$ cat config.mk
export PLATFORM = sky130hd
export DESIGN_NAME = pipe_stage_reg_flat
export DESIGN_NICKNAME = d
export VERILOG_FILES = /design/src/rtl/mips_pipe_pkg.sv /design/src/rtl/pipe_stage_reg_if.sv /design/src/rtl/pipe_reg_slot.sv /design/src/rtl/pipe_stage_reg.sv /design/src/flat_wrapper.sv
export SDC_FILE = /design/constraint.sdc
export NUM_CORES = 1
export LEC_CHECK = 0
export CAP_MARGIN = 10
export CORE_ASPECT_RATIO = 2
export CORE_MARGIN = 2
export CORE_UTILIZATION = 30
export CTS_CLUSTER_DIAMETER = 60
export DETAILED_ROUTE_END_ITERATION = 6
export PLACE_DENSITY = 0.76
export SYNTH_ARGS = -nofsm -noshare
export SYNTH_HDL_FRONTEND = slang
export SYNTH_SLANG_ARGS = --single-unit
$ cat constraint.sdc
create_clock -name clk -period 1.1 [get_ports clk]
set_input_delay 0.165 -clock clk [delete_from_list [all_inputs] [get_ports clk]]
set_output_delay 0.165 -clock clk [all_outputs]
set_load 0.1 [all_outputs]
$ cat src/rtl/mips_pipe_pkg.sv
// Shared constants and types for the MIPS pipeline stage registers.
package mips_pipe_pkg;

  localparam int unsigned PIPE_WIDTH = 32;
  localparam logic [PIPE_WIDTH-1:0] PIPE_RESET_VAL = 32'h0000_0000;

  typedef logic [PIPE_WIDTH-1:0] pipe_word_t;

endpackage : mips_pipe_pkg

$ cat src/rtl/pipe_stage_reg_if.sv
// Valid/ready bus through one pipeline stage: upstream side, downstream side
// and the complemented data output.
interface pipe_stage_reg_if
  import mips_pipe_pkg::*;
#(
  parameter int unsigned WIDTH = PIPE_WIDTH
);

  logic             in_valid;
  logic             in_ready;
  logic [WIDTH-1:0] in_data;
  logic             out_valid;
  logic             out_ready;
  logic [WIDTH-1:0] out_data;
  logic [WIDTH-1:0] out_data_n;

  modport master (
    output in_valid,
    output in_data,
    output out_ready,
    input  in_ready,
    input  out_valid,
    input  out_data,
    input  out_data_n
  );

  modport slave (
    input  in_valid,
    input  in_data,
    input  out_ready,
    output in_ready,
    output out_valid,
    output out_data,
    output out_data_n
  );

endinterface : pipe_stage_reg_if

$ cat src/rtl/pipe_reg_slot.sv
// One storage slot of a pipeline stage: WIDTH-bit data register plus valid bit.
// Priority is reset, then clear, then load; clear and reset both reload RESET_VAL.
module pipe_reg_slot
  import mips_pipe_pkg::*;
#(
  parameter int unsigned      WIDTH     = PIPE_WIDTH,
  parameter logic [WIDTH-1:0] RESET_VAL = WIDTH'(PIPE_RESET_VAL)
) (
  input  logic             clk_i,
  input  logic             rst_i,
  input  logic             load_i,
  input  logic             clear_i,
  input  logic [WIDTH-1:0] data_i,
  output logic             valid_o,
  output logic [WIDTH-1:0] data_o
);

  logic             valid_d, valid_q;
  logic [WIDTH-1:0] data_d, data_q;

  // Next-state selection for the slot.
  always_comb begin
    valid_d = valid_q;
    data_d  = data_q;
    if (clear_i) begin
      valid_d = 1'b0;
      data_d  = RESET_VAL;
    end else if (load_i) begin
      valid_d = 1'b1;
      data_d  = data_i;
    end else begin
      valid_d = valid_q;
      data_d  = data_q;
    end
  end

  // Slot registers with synchronous reset.
  always_ff @(posedge clk_i) begin
    if (rst_i) begin
      valid_q <= 1'b0;
      data_q  <= RESET_VAL;
    end else begin
      valid_q <= valid_d;
      data_q  <= data_d;
    end
  end

  assign valid_o = valid_q;
  assign data_o  = data_q;

endmodule : pipe_reg_slot

$ cat src/rtl/pipe_stage_reg.sv
// Pipeline stage register with valid/ready handshake, flush and complemented output.
// Define PIPE_STAGE_REG_SKID_EN to add a skid slot that registers in_ready.
module pipe_stage_reg
  import mips_pipe_pkg::*;
#(
  parameter int unsigned      WIDTH     = PIPE_WIDTH,
  parameter logic [WIDTH-1:0] RESET_VAL = WIDTH'(PIPE_RESET_VAL)
) (
  input  logic            clk,
  input  logic            rst,
  input  logic            flush,
  pipe_stage_reg_if.slave bus
);

  logic             main_v_s;
  logic [WIDTH-1:0] main_data_s;
  logic [WIDTH-1:0] main_din_s;
  logic             main_load_s;
  logic             main_clear_s;
  logic             xfer_in_s;
  logic             xfer_out_s;

  assign xfer_in_s  = bus.in_valid && bus.in_ready;
  assign xfer_out_s = main_v_s && bus.out_ready;

  pipe_reg_slot #(
    .WIDTH     (WIDTH),
    .RESET_VAL (RESET_VAL)
  ) u_main (
    .clk_i   (clk),
    .rst_i   (rst),
    .load_i  (main_load_s),
    .clear_i (main_clear_s),
    .data_i  (main_din_s),
    .valid_o (main_v_s),
    .data_o  (main_data_s)
  );

`ifdef PIPE_STAGE_REG_SKID_EN
  logic             skid_v_s;
  logic [WIDTH-1:0] skid_data_s;
  logic             skid_load_s;
  logic             skid_clear_s;

  pipe_reg_slot #(
    .WIDTH     (WIDTH),
    .RESET_VAL (RESET_VAL)
  ) u_skid (
    .clk_i   (clk),
    .rst_i   (rst),
    .load_i  (skid_load_s),
    .clear_i (skid_clear_s),
    .data_i  (bus.in_data),
    .valid_o (skid_v_s),
    .data_o  (skid_data_s)
  );

  // Skid is only ever full while main is full, so a free skid means room.
  assign bus.in_ready = !skid_v_s;

  // Steering between upstream, skid and main slot; the skid word always drains first.
  always_comb begin
    main_load_s  = 1'b0;
    main_clear_s = 1'b0;
    main_din_s   = bus.in_data;
    skid_load_s  = 1'b0;
    skid_clear_s = 1'b0;
    if (flush) begin
      main_clear_s = 1'b1;
      skid_clear_s = 1'b1;
    end else if (xfer_out_s && skid_v_s) begin
      main_load_s  = 1'b1;
      main_din_s   = skid_data_s;
      skid_clear_s = 1'b1;
    end else if (xfer_in_s && (!main_v_s || xfer_out_s)) begin
      main_load_s = 1'b1;
    end else if (xfer_in_s) begin
      skid_load_s = 1'b1;
    end else if (xfer_out_s) begin
      main_clear_s = 1'b1;
    end else begin
      main_load_s = 1'b0;
    end
  end
`else
  assign bus.in_ready = !main_v_s || bus.out_ready;

  // Single-slot steering: load on accept, empty on drain, flush wins.
  always_comb begin
    main_load_s  = 1'b0;
    main_clear_s = 1'b0;
    main_din_s   = bus.in_data;
    if (flush) begin
      main_clear_s = 1'b1;
    end else if (xfer_in_s) begin
      main_load_s = 1'b1;
    end else if (xfer_out_s) begin
      main_clear_s = 1'b1;
    end else begin
      main_load_s = 1'b0;
    end
  end
`endif

  assign bus.out_valid  = main_v_s;
  assign bus.out_data   = main_data_s;
  assign bus.out_data_n = ~main_data_s;

endmodule : pipe_stage_reg

$ cat src/flat_wrapper.sv
// flat-port wrapper written by rule: the top's interface ports become plain ports
module pipe_stage_reg_flat import mips_pipe_pkg::*;
#(
  parameter int unsigned      WIDTH     = PIPE_WIDTH,
  parameter logic [WIDTH-1:0] RESET_VAL = WIDTH'(PIPE_RESET_VAL)
)
  (clk, rst, flush, bus_in_valid, bus_in_data, bus_out_ready, bus_in_ready, bus_out_valid, bus_out_data, bus_out_data_n);
  pipe_stage_reg_if #(.WIDTH(WIDTH)) bus_i ();
  input  logic clk;
  input  logic rst;
  input  logic flush;
  input wire logic [$bits(bus_i.in_valid)-1:0] bus_in_valid;
  input wire logic [$bits(bus_i.in_data)-1:0] bus_in_data;
  input wire logic [$bits(bus_i.out_ready)-1:0] bus_out_ready;
  output wire logic [$bits(bus_i.in_ready)-1:0] bus_in_ready;
  output wire logic [$bits(bus_i.out_valid)-1:0] bus_out_valid;
  output wire logic [$bits(bus_i.out_data)-1:0] bus_out_data;
  output wire logic [$bits(bus_i.out_data_n)-1:0] bus_out_data_n;
  assign bus_i.in_valid = bus_in_valid;
  assign bus_i.in_data = bus_in_data;
  assign bus_i.out_ready = bus_out_ready;
  assign bus_in_ready = bus_i.in_ready;
  assign bus_out_valid = bus_i.out_valid;
  assign bus_out_data = bus_i.out_data;
  assign bus_out_data_n = bus_i.out_data_n;
  pipe_stage_reg #(.WIDTH(WIDTH), .RESET_VAL(RESET_VAL)) u_core (.clk(clk), .rst(rst), .flush(flush), .bus(bus_i));
endmodule
==> impl_metrics.ini <==
[outcome]
status = finished with violations
violations = negative setup slack

[logic_synthesis]
syn_area_per_cell_um2 = 7.55
ys_seq_area_frac = 0.470
synth-seq-cells = 33
syn_nets = 223
synth.distinct_cells = 16
syn-cell-area_um2 = 1410
ys.warnings.count = 0
post_synth_inst_count = 186

[drt]
wl_per_cell_um = 23.7
drtIter0Drc = 61
dr_total_vias = 1980
via_per_inst = 5.38
drc = 0
drtAntennaViolNets = 0
firstDrtPassIters = 4
wirelength_um = 8720

[pwr]
powerDensity_nw_per_um2 = 822
p_leak_nw = 1.50
ir_drop_mv = 0.956

[finish]
nFillCells = 180
num_antenna_cells = 0
nNetsFinal = 349
stdcell_count = 368
fin_area_um2 = 4060
syn_to_final_growth_pct = 189
drive_gt1_frac = 0.690

[sta]
fin_crit_ns = 1.35
fmax_mhz = 743
fin_tns_setup_ns = -4.35
rsz0062_at_grt = true
finalClockSkew_ns = 0.0117
worstMarginPinSlew_ns = 0.323
maxSlewHeadroom = 0.784
drv_slew = 0
hold_viol_final = 0
setup_slack_ns = -0.246
finalCritPeriodShare = 1.22
setup_viol = 67

[cts]
htree_levels = 2
cts.sinks = 33
cts_tree = yes
clock_latency_ns = 0.31
numCtsBuffers = 5
root_buffer = clkbuf_8
clk_path_buf_depth = 2
cts_hold_buffers = 0
clkTransAtPathRegs_ns = 0.09

[critical_path]
rrSetupSlack_ns = -0.25
cp_data_arrival_time_ns = 1.53
cp.required_ns = 1.29
endpoint_kind = register
critPathMaxFanout = 7
worst-path-buf-inv = 3
cpMaxStageDelayCell = dfxtp_4
critical_path.cell_chain = nor2b_4, inv_4, buf_4, clkbuf_16, nand3_2, a21oi_1
path_class = register to register
worst_path_largest_cell_delay_ns = 0.35
cp_top_family = buffers and inverters
critPathLaunchType = register

[die]
rows = 35
start_util = 0.309
die_w_um = 52.4
die_h_um = 101
ios = 103
core_area_um2 = 4550
die_area_um2 = 5280

[grt]
grt_max_degree = 34
first_global_vias = 1908
grt_first_pass_wirelength_um = 9740
grt_util_all_layers = 0.256
grt-ovfl-total = 0
antenna_found_initial = 0

[job]
max_cap_violations = 0

[placement]
dp_hpwl_um = 4590
place_inst = 341
place.port_buffers = 102
routabilityCongestion = 0.704
place_area_um2 = 3620
dpl_worst_slack_ns = -0.322

[hold_path]
min_path_type = input pin to register
kinds of logic after synthesis:
kind of cell / count (synthesis) / synth area share
flops: 33 / 0.470
buf+inv: 49 / 0.150
simple gates: 39 / 0.146
compound gates: 65 / 0.234
repair_timing:
item	CTS	global route
buffers inserted	6	6
resized for setup	14	18
pin swaps	0	2
cloned	0	7
endpoints found under the setup margin	53	67
stage by stage:
step | util | power [mW] | hold slack [ns]
5_1_grt | 0.892 | 3.42 | 0.416
3_5_place_dp | 0.796 | 2.23 | 0.522
3_3_place_gp | 0.796 | 2.21 | 0.511
6_report | 0.892 | 3.34 | 0.374
2_1_floorplan | - | 1.77 | 0.299
4_1_cts | 0.830 | 3.14 | 0.417
cell type report:
| class | count | area, um2 | share of cell area |
|---|---|---|---|
| Clock buffer | 5 | 68.8 | 0.0169 |
| Inverter | 33 | 246 | 0.0607 |
| Tap cell | 55 | 68.8 | 0.0169 |
| Sequential cell | 33 | 785 | 0.193 |
| Multi-Input combinational cell | 104 | 726 | 0.179 |
| Clock inverter | 3 | 17.5 | 0.00431 |
| Timing Repair Buffer | 135 | 2150 | 0.529 |
synth_stat cells (all sizes together):
master,instances,area (um2)
nand3,32,160
nor2b,1,13.8
buf,10,60.1
nor2,3,11.3
inv,33,124
a21oi,32,160
o21ai,33,169
dfxtp,33,661
nand2b,1,8.76
clkbuf,6,26.3
nand2,1,3.75
and2b,1,7.51
worst register-to-register path, stage by stage, from the launching register on:
cell and delay [ns]:
dfxtp_4 0.35, nor2b_4 0.14, inv_4 0.09, buf_4 0.14, clkbuf_16 0.16, nand3_2 0.06
a21oi_1 0.30
layout by cell type (no fill, tap or decap), types with 4 or more instances in the layout:
| master | n |
|---|---|
| a21oi_1 | 28 |
| clkbuf_8 | 5 |
| o21ai_2 | 5 |
| clkdlybuf4s50_1 | 33 |
| dfxtp_4 | 33 |
| o21ai_1 | 25 |
| clkbuf_16 | 6 |
| buf_4 | 18 |
| buf_12 | 74 |
| clkinvlp_4 | 33 |
| a21oi_2 | 4 |
| nand3_2 | 29 |
registers in the layout, summed over array words and instances, names as in the netlist:
| register | cells |
|---|---|
| u_core.u_main.valid_o | 1 |
| u_core.u_main.data_o | 32 |
routing by layer:
metal	routed length, um	up-vias	track usage
li1	-	873	-
met1	2570	927	0.250
met2	5060	142	0.466
met3	574	38	0.0682
met4	514	0	0.130
met5	0	-	0
where the power goes:
group          internal, mW  switching [mW]
clock network         0.438           0.556
registers              1.16          0.0536
logic                 0.482           0.649
final timing paths:
kind / from / to / depth (start not counted)
setup / recovery: u_core.u_main.valid_o / u_core.u_main.data_o[0] / 6
hold / removal: bus_out_ready / u_core.u_main.data_o[21] / 4
setup reg to reg: u_core.u_main.valid_o / u_core.u_main.data_o[0] / 6
hold reg to reg: u_core.u_main.data_o[22] / u_core.u_main.data_o[22] / 2
No activity file was read; power rests on OpenSTA's default activity.
